## src/rtl/writeback_arbiter_if.sv

```systemverilog
`default_nettype none
// ============================================================================
//  Module      : writeback_arbiter_if
//  Description : Bundle of the writeback arbiter's source ports (A and B) and
//                its register-bank write port, plus the pending-write mask and
//                FIFO occupancy exported to the hazard unit.
//                  master : the arbiter's view (drives bank / b_ready / status)
//                  slave  : the environment's view (drives A and B sources)
//  Revision    : 1.0  initial release
// ============================================================================
interface writeback_arbiter_if #(
    parameter int DATA_WIDTH = 32,
    parameter int ADDR_WIDTH = 5,
    parameter int DEPTH      = 4
);
    localparam int CNT_W = $clog2(DEPTH) + 1;

    // Port A: single-cycle results, no backpressure
    logic                       a_valid;
    logic [ADDR_WIDTH-1:0]      a_register;
    logic [DATA_WIDTH-1:0]      a_data;
    // Port B: buffered results, valid/ready
    logic                       b_valid;
    logic                       b_ready;
    logic [ADDR_WIDTH-1:0]      b_register;
    logic [DATA_WIDTH-1:0]      b_data;
    // Register-bank write port
    logic                       reg_write;
    logic [ADDR_WIDTH-1:0]      write_register;
    logic [DATA_WIDTH-1:0]      write_data;
    // Status
    logic [(1<<ADDR_WIDTH)-1:0] pending_mask;
    logic [CNT_W-1:0]           fifo_count;

    modport master (
        input  a_valid, a_register, a_data,
        input  b_valid, b_register, b_data,
        output b_ready,
        output reg_write, write_register, write_data,
        output pending_mask, fifo_count
    );

    modport slave (
        output a_valid, a_register, a_data,
        output b_valid, b_register, b_data,
        input  b_ready,
        input  reg_write, write_register, write_data,
        input  pending_mask, fifo_count
    );
endinterface
`default_nettype wire

```

## src/rtl/writeback_arbiter.sv

```systemverilog
`default_nettype none
// ============================================================================
//  Module      : writeback_arbiter
//  Description : Merges port A (ALU, highest priority, no backpressure) and
//                port B (loads / multi-cycle, DEPTH-entry FIFO) onto the
//                register-bank write port. Older queued writes to a register
//                that port A overwrites are squashed so program order holds.
//  Ports       : clock  - rising-edge clock
//                reset  - synchronous, active-low reset
//                bus    - writeback_arbiter_if.master (A/B sources, bank write
//                         port, pending_mask, fifo_count, b_ready)
//  Revision    : 1.0  initial release
// ============================================================================
module writeback_arbiter #(
    parameter int DATA_WIDTH = 32,
    parameter int ADDR_WIDTH = 5,
    parameter int DEPTH      = 4
) (
    input wire                   clock,
    input wire                   reset,
    writeback_arbiter_if.master  bus
);
    localparam int PTR_W = $clog2(DEPTH);
    localparam int CNT_W = PTR_W + 1;
    localparam int NREG  = 1 << ADDR_WIDTH;

    // FIFO storage; dest/data need no reset because live_q gates their use
    logic [ADDR_WIDTH-1:0] dest_q [DEPTH];
    logic [DATA_WIDTH-1:0] data_q [DEPTH];
    logic [DEPTH-1:0]      live_q;
    logic [DEPTH-1:0]      live_d;
    logic [PTR_W-1:0]      head_q;
    logic [PTR_W-1:0]      tail_q;
    logic [CNT_W-1:0]      count_q;
    logic [CNT_W-1:0]      count_d;

    logic                  reg_write_q;
    logic [ADDR_WIDTH-1:0] write_register_q;
    logic [DATA_WIDTH-1:0] write_data_q;

    logic                  b_ready_w;
    logic                  push_w;
    logic                  pop_w;
    logic                  a_issue_w;
    logic [NREG-1:0]       pending_w;

    // b_ready depends on registered occupancy only; a same-cycle pop does
    // not open a slot until the next cycle.
    assign b_ready_w = (count_q < CNT_W'(DEPTH));
    assign push_w    = bus.b_valid && b_ready_w;
    // Register 0 is hardwired, so an A write to it is treated as no request.
    assign a_issue_w = bus.a_valid && (bus.a_register != '0);
    assign pop_w     = !a_issue_w && (count_q != '0);

    assign count_d   = count_q + CNT_W'(push_w) - CNT_W'(pop_w);

    // Order matters: squash sees only entries already present, then the pop
    // frees the head, then the push installs the (younger, unsquashed) entry.
    // Head and tail never coincide on a push+pop because a full FIFO cannot
    // accept.
    always_comb begin
        live_d = live_q;
        if (a_issue_w) begin
            for (int i = 0; i < DEPTH; i++) begin
                if (dest_q[i] == bus.a_register) begin
                    live_d[i] = 1'b0;
                end
            end
        end
        if (pop_w) begin
            live_d[head_q] = 1'b0;
        end
        if (push_w) begin
            live_d[tail_q] = (bus.b_register != '0);
        end
    end

    always_comb begin
        pending_w = '0;
        for (int i = 0; i < DEPTH; i++) begin
            if (live_q[i]) begin
                pending_w[dest_q[i]] = 1'b1;
            end
        end
    end

    always_ff @(posedge clock) begin
        if (!reset) begin
            live_q           <= '0;
            head_q           <= '0;
            tail_q           <= '0;
            count_q          <= '0;
            reg_write_q      <= 1'b0;
            write_register_q <= '0;
            write_data_q     <= '0;
        end else begin
            live_q  <= live_d;
            count_q <= count_d;
            if (push_w) begin
                dest_q[tail_q] <= bus.b_register;
                data_q[tail_q] <= bus.b_data;
                tail_q         <= tail_q + 1'b1;
            end
            if (pop_w) begin
                head_q <= head_q + 1'b1;
            end
            // Issue selection: A first, else live FIFO head; a dead head is
            // consumed silently. Address/data hold when nothing issues.
            if (a_issue_w) begin
                reg_write_q      <= 1'b1;
                write_register_q <= bus.a_register;
                write_data_q     <= bus.a_data;
            end else if (pop_w && live_q[head_q]) begin
                reg_write_q      <= 1'b1;
                write_register_q <= dest_q[head_q];
                write_data_q     <= data_q[head_q];
            end else begin
                reg_write_q      <= 1'b0;
            end
        end
    end

    assign bus.b_ready        = b_ready_w;
    assign bus.reg_write      = reg_write_q;
    assign bus.write_register = write_register_q;
    assign bus.write_data     = write_data_q;
    assign bus.pending_mask   = pending_w;
    assign bus.fifo_count     = count_q;
endmodule
`default_nettype wire

```

## src/flat_wrapper.sv

```systemverilog
// flat-port wrapper written by rule: the top's interface ports become plain ports
module writeback_arbiter_flat 
#(
    parameter int DATA_WIDTH = 32,
    parameter int ADDR_WIDTH = 5,
    parameter int DEPTH      = 4
)
  (clock, reset, bus_a_valid, bus_a_register, bus_a_data, bus_b_valid, bus_b_register, bus_b_data, bus_b_ready, bus_reg_write, bus_write_register, bus_write_data, bus_pending_mask, bus_fifo_count);
  writeback_arbiter_if #(.DATA_WIDTH(DATA_WIDTH), .ADDR_WIDTH(ADDR_WIDTH), .DEPTH(DEPTH)) bus_i ();
  input wire clock;
  input wire reset;
  input wire logic [$bits(bus_i.a_valid)-1:0] bus_a_valid;
  input wire logic [$bits(bus_i.a_register)-1:0] bus_a_register;
  input wire logic [$bits(bus_i.a_data)-1:0] bus_a_data;
  input wire logic [$bits(bus_i.b_valid)-1:0] bus_b_valid;
  input wire logic [$bits(bus_i.b_register)-1:0] bus_b_register;
  input wire logic [$bits(bus_i.b_data)-1:0] bus_b_data;
  output wire logic [$bits(bus_i.b_ready)-1:0] bus_b_ready;
  output wire logic [$bits(bus_i.reg_write)-1:0] bus_reg_write;
  output wire logic [$bits(bus_i.write_register)-1:0] bus_write_register;
  output wire logic [$bits(bus_i.write_data)-1:0] bus_write_data;
  output wire logic [$bits(bus_i.pending_mask)-1:0] bus_pending_mask;
  output wire logic [$bits(bus_i.fifo_count)-1:0] bus_fifo_count;
  assign bus_i.a_valid = bus_a_valid;
  assign bus_i.a_register = bus_a_register;
  assign bus_i.a_data = bus_a_data;
  assign bus_i.b_valid = bus_b_valid;
  assign bus_i.b_register = bus_b_register;
  assign bus_i.b_data = bus_b_data;
  assign bus_b_ready = bus_i.b_ready;
  assign bus_reg_write = bus_i.reg_write;
  assign bus_write_register = bus_i.write_register;
  assign bus_write_data = bus_i.write_data;
  assign bus_pending_mask = bus_i.pending_mask;
  assign bus_fifo_count = bus_i.fifo_count;
  writeback_arbiter #(.DATA_WIDTH(DATA_WIDTH), .ADDR_WIDTH(ADDR_WIDTH), .DEPTH(DEPTH)) u_core (.clock(clock), .reset(reset), .bus(bus_i));
endmodule
```

## config.mk

```make
export PLATFORM = sky130hd
export DESIGN_NAME = writeback_arbiter_flat
export DESIGN_NICKNAME = d
export VERILOG_FILES = /design/src/rtl/writeback_arbiter_if.sv /design/src/rtl/writeback_arbiter.sv /design/src/flat_wrapper.sv
export SDC_FILE = /design/constraint.sdc
export NUM_CORES = 1
export LEC_CHECK = 0
export CORE_MARGIN = 2
export CORE_UTILIZATION = 59
export CTS_BUF_LIST = sky130_fd_sc_hd__clkbuf_2 sky130_fd_sc_hd__clkbuf_4 sky130_fd_sc_hd__clkbuf_8
export DETAILED_ROUTE_END_ITERATION = 8
export PLACE_DENSITY = 0.87
export SETUP_SLACK_MARGIN = 0.5
export SYNTH_ARGS = -nofsm -noshare
export SYNTH_HDL_FRONTEND = slang
export SYNTH_SLANG_ARGS = --single-unit
export TNS_END_PERCENT = 100
```

## constraint.sdc

```tcl
create_clock -name clock -period 5.5 [get_ports clock]
set_input_delay 1.1 -clock clock [delete_from_list [all_inputs] [get_ports clock]]
set_output_delay 1.1 -clock clock [all_outputs]
set_load 0.01 [all_outputs]
```

==> After elaboration in Yosys (flattened, before gate mapping) <==
Memories as Yosys holds them, arrays and structs flattened. A register that Yosys moved wholly into a read port is not among the register bits.
Index checks and enable logic that the tools add are counted.
Widths: inputs -> output; s select.
{ "classes": {"mux": 39, "reduce_logical": 15, "n_eq_ne": 4, "magnitude_cmp": 13, "n_bitwise": 5, "add_sub_neg": 4} }
{ "op_table": {"columns": ["cell", "n"], "rows": [
  ["$mux 32", 6],
  ["$or 32x32->32", 3],
  ["$lt 5x6->1 const B", 4],
  ["$demux 1 s5", 4],
  ["$eq 5x5->1", 4],
  ["$ge 5x1->1 const B", 4],
  ["$mux 1", 16],
  ["$mux 4", 3],
  ["$logic_and 1x1->1", 10],
  ["$mux 5", 2],
  ["$reduce_bool 5->1", 2],
  ["$mux 2", 4],
  ["$lt 2x3->1 const B", 2],
  ["$add 2x1->2 const B", 2],
  ["$and 4x4->4", 1],
  ["$bwmux 4", 1],
  ["$demux 1 s2", 2],
  ["$ge 2x1->1 const B", 2],
  ["$not 4->4", 1],
  ["$add 3x1->3", 1],
  ["$lt 3x3->1 const B", 1],
  ["$reduce_bool 3->1", 1],
  ["$sub 3x1->3", 1],
  ["$bmux 1 s2", 1],
  ["2 further kinds", 2]
]} }
{ "word_totals": {"mem_count": 2, "in_bits": 78, "reg_bits": 49, "ramBits": 148, "word_cells": 89, "output_inout_bits": 74} }
{ "memory_table": {"columns": ["memory", "words", "width", "rd", "rd_ports_with_merged_regs", "write_ports", "line", "rtl"], "rows": [
  ["u_core.data_q", 4, 32, 1, 1, 1, "writeback_arbiter.sv:29", "logic [DATA_WIDTH-1:0] data_q [DEPTH];"],
  ["u_core.dest_q", 4, 5, 5, 1, 1, "writeback_arbiter.sv:28", "logic [ADDR_WIDTH-1:0] dest_q [DEPTH];"]
]} }

==> Depth between registers and ports, before layout <==
{ "depth": {"depth_word": 11, "ltp_mapped": 11, "mapped_depth_nobuf": 10} }

==> Worst setup path after synthesis <==
No wires, ideal clock.
{ "synth_path": {"path_kind": "input to register", "startpoint": "in bus_a_register[1]", "endpoint": "reg u_core.count_q[2] (netlist: u_core.bus.fifo_count[2])", "path_stages": 11, "path_buffers": 1, "arrival_ns": 2.961, "required_ns": 5.382, "setup_time_ns": 0.118, "path_slack_ns": 2.421, "cell_sequence": "clkbuf_1 o31ai_1 nand3_1 inv_1 ha_1 inv_1 ha_1 fa_1 xnor2_1 xnor2_1 nor2_1"} }
{ "synth_via": {"elab_chain_cells": 5} }
{ "synth_lines": {"columns": ["element", "line", "rtl"], "rows": [
  ["from (decl)", "flat_wrapper.sv:13", "input wire logic [$bits(bus_i.a_register)-1:0] bus_a_register;"],
  ["$reduce_bool 5->1", "writeback_arbiter.sv:52", "assign a_issue_w = bus.a_valid && (bus.a_register != '0);"],
  ["$logic_and 1x1->1", "writeback_arbiter.sv:52", null],
  ["$logic_not 1->1", "writeback_arbiter.sv:53", "assign pop_w = !a_issue_w && (count_q != '0);"],
  ["$logic_and 1x1->1", "writeback_arbiter.sv:53", null],
  ["net u_core.pop_w", "writeback_arbiter.sv:43", "logic pop_w;"],
  ["$sub 3x1->3", "writeback_arbiter.sv:55", "assign count_d = count_q + CNT_W'(push_w) - CNT_W'(pop_w);"],
  ["to (signal assigned)", "writeback_arbiter.sv:98", "count_q <= count_d;"],
  ["to (decl)", "writeback_arbiter.sv:34", "logic [CNT_W-1:0] count_q;"]
]} }
The timed path passes the listed nets, and every way through them passes these cells.
A chain may end at the register's enable or synchronous reset.

==> impl_metrics.ini <==
[status]
status = finished clean

[placed_design]
io_buffers = 151
dp_hpwl_mm = 15.7
pre_cts_ws_ns = 1.60
place.gp.congestion = 0.974

[synthesis]
synth_top_area_cell = edfxtp_1
ys_types = 43
muxShareOfSynthArea = 0.100
synth_edf_count = 148
synth_seq_cells = 199
synth_top_area_share = 0.492
synth-compound-area-share = 0.104
synth_top_family_by_area = simple AND/OR/NAND/NOR gates
syn_nets = 745
synth_area_leaders = edfxtp_1, dfxtp_1, mux4_2, o221ai_1, nor2_1
synthFlopType = edfxtp_1
yosys.area_share.simple = 0.115
yosys.area_share.adder = 0.0161
yosysWarningCount = 0
synthCells = 656
synth.avg_cell_area_sq_um = 13.8
synthArstFlopShare = 0
ys_seq_area_frac = 0.605
synth_area_sq_um = 9030
synthXorXnorAreaFrac = 0.0233

[worst_setup_path]
slowest_delay_ns = 0.64
path_cells = or3b_2 -> o22ai_1 -> a221o_1 -> clkdlybuf4s50_1
start_kind = flip-flop
worstPathMaxFanout = 13
worstPathRequired_ns = 4.40
end_kind = output pin
cp.arrival_ns = 2.56
crit_slowest_cell = edfxtp_1
worstSetupPathType = flip-flop to output pin
reg2reg_depth = 10

[global_route]
track_usage = 0.310
grt_pass1_vias = 6818
antenna_found_initial = 0
grtUsageMet1 = 0.381
use_met2 = 0.528
overflow = 0
grt_busiest_layer = met2
grt_pass1_wl_mm = 37.9
use_met3 = 0.0747
grt_max_degree = 49

[route]
postRouteAntennaNets = 0
wl_per_cell_microns = 25.4
num_vias = 6659
drc = 0
drtIter0Drc = 760
first_pass_iters = 7
viasPerCell = 6.82
wl_mm = 24.8

[sta]
finalCritPeriodShare = 0.666
worst_slack_ns = 1.84
setup_violations = 0
drv_slew = 0
finalSetupTns_ns = 0
grt_setup_unrepaired = no
clock_skew_ns = 0.0154
timing.fmax_ghz = 0.273
hold_viol = 0
relSlewSlack = 0.113
worst_pin_slew_ns = 1.32
post-route-min-period_ns = 3.66

[flow_run]
maxCapViolations = 0

[cells_and_area]
layout_common_cells = clkdlybuf4s50_1, edfxtp_1, nor2_1, o221ai_1, dfxtp_1
fin_nets = 864
fill_cells = 940
syn2layout_area_growth_pct = 21.5
antenna_cells = 0
layout-drive-gt1-share = 0.132
mostFrequentLayoutCell = clkdlybuf4s50_1

[power]
power_density_nw_per_um2 = 334
vdd_drop_max_mv = 0.232
power_mw = 3.66
p_leak_nw = 3.56

[clock_tree]
cts.sinks = 199
clkSlewWorstSetupHoldPaths_ns = 0.09
cts_htree_levels = 4
numCtsBuffers = 17
clk_path_buf_depth = 2
cts_hold_buffers = 0
cts_root_buffer = clkbuf_8
cts_tree = yes
post_cts_resized = 0
clk_latency_ns = 0.46
post_cts_buffers = 0

[floorplanning]
initial_core_util = 0.599
core_area_sq_um = 15100
die-area_sq_um = 16300
io_pins = 152
die_h_microns = 128
die_w_microns = 128
rows = 45

[hold_path]
whs_path_depth = 2
min_path_type = flip-flop to flip-flop
[state kept, by name (all words and copies together), names as in the netlist, named ones only]
register	cells
u_core.dest_q	20
u_core.head_q	2
u_core.bus.write_data	32
u_core.live_q	4
u_core.bus.reg_write	1
u_core.bus.write_register	5
u_core.tail_q	2
u_core.data_q	128
u_core.bus.fifo_count	3
[through the flow]
stage          area, sq um   util  hold WS (ns)  std cells
3_3_place_gp         10500  0.698         0.475        944
2_1_floorplan         9030      -         0.508        656
4_1_cts              11000  0.727         0.512        976
5_1_grt              11000  0.727         0.532        976
6_report             11000  0.727         0.505        976
3_5_place_dp         10500  0.698         0.488        944
[cells by family after synthesis]
kind of cell               after synthesis
adders and majority gates               11
buffers and inverters                   67
AOI/OAI and AO/OA                      120
DFF                                    199
muxes                                   43
xor gates and xnor gates                24
and+or+nand+nor                        192
[Yosys cell counts (all sizes together) (14+ instances only)]
master  number
nand2       17
nor3        40
dfxtp       51
nor2        66
edfxtp     148
clkbuf      34
buf         21
o221ai      50
mux4        38
o22ai       14
a21oi       18
[worst max-delay path: cells and delay by family (launching register included)]
kind	cells	cell delay, ns
buffers and inverters	1	0.54
AND/OR/NAND/NOR	1	0.57
AO/OA/AOI/OAI	2	0.35
flip-flops	1	0.64
[layout make-up]
class                   count  area [sq um]  share of cell area
flip-flops and latches    199          5470               0.498
clock buffers              18           241              0.0220
inverters                  12          45.0             0.00410
multi-input cells         390          3250               0.296
well taps                 188           235              0.0214
clock inverters            14           199              0.0181
repair buffers            155          1540               0.140
[final timing paths]
| path | from | slack [ns] | end |
|---|---|---|---|
| setup / recovery | u_core.dest_q[2][2]$_DFFE_PP_ | 1.84 | bus_pending_mask[11] |
| hold / removal | u_core.bus.write_data[18]$_SDFFE_PN0P_ | 0.51 | u_core.bus.write_data[18]$_SDFFE_PN0P_ |
| setup reg to reg | u_core.bus.fifo_count[1]$_SDFF_PN0_ | 2.93 | u_core.bus.fifo_count[2]$_SDFF_PN0_ |
| hold reg to reg | u_core.bus.write_data[18]$_SDFFE_PN0P_ | 0.51 | u_core.bus.write_data[18]$_SDFFE_PN0P_ |
[power by group]
group | internal [mW] | switching [mW] | leakage, nW | total, mW
combinational | 0.410 | 0.414 | 1.57 | 0.824
sequential | 1.73 | 0.101 | 1.77 | 1.84
clock | 0.506 | 0.498 | 0.218 | 1.00
[metal layers]
metal,up-vias,wire length [microns]
li1,2827,-
met1,3311,9340
met2,433,12600
met3,88,2060
met4,0,812
met5,-,0
No activity file was read; power rests on OpenSTA's default activity.
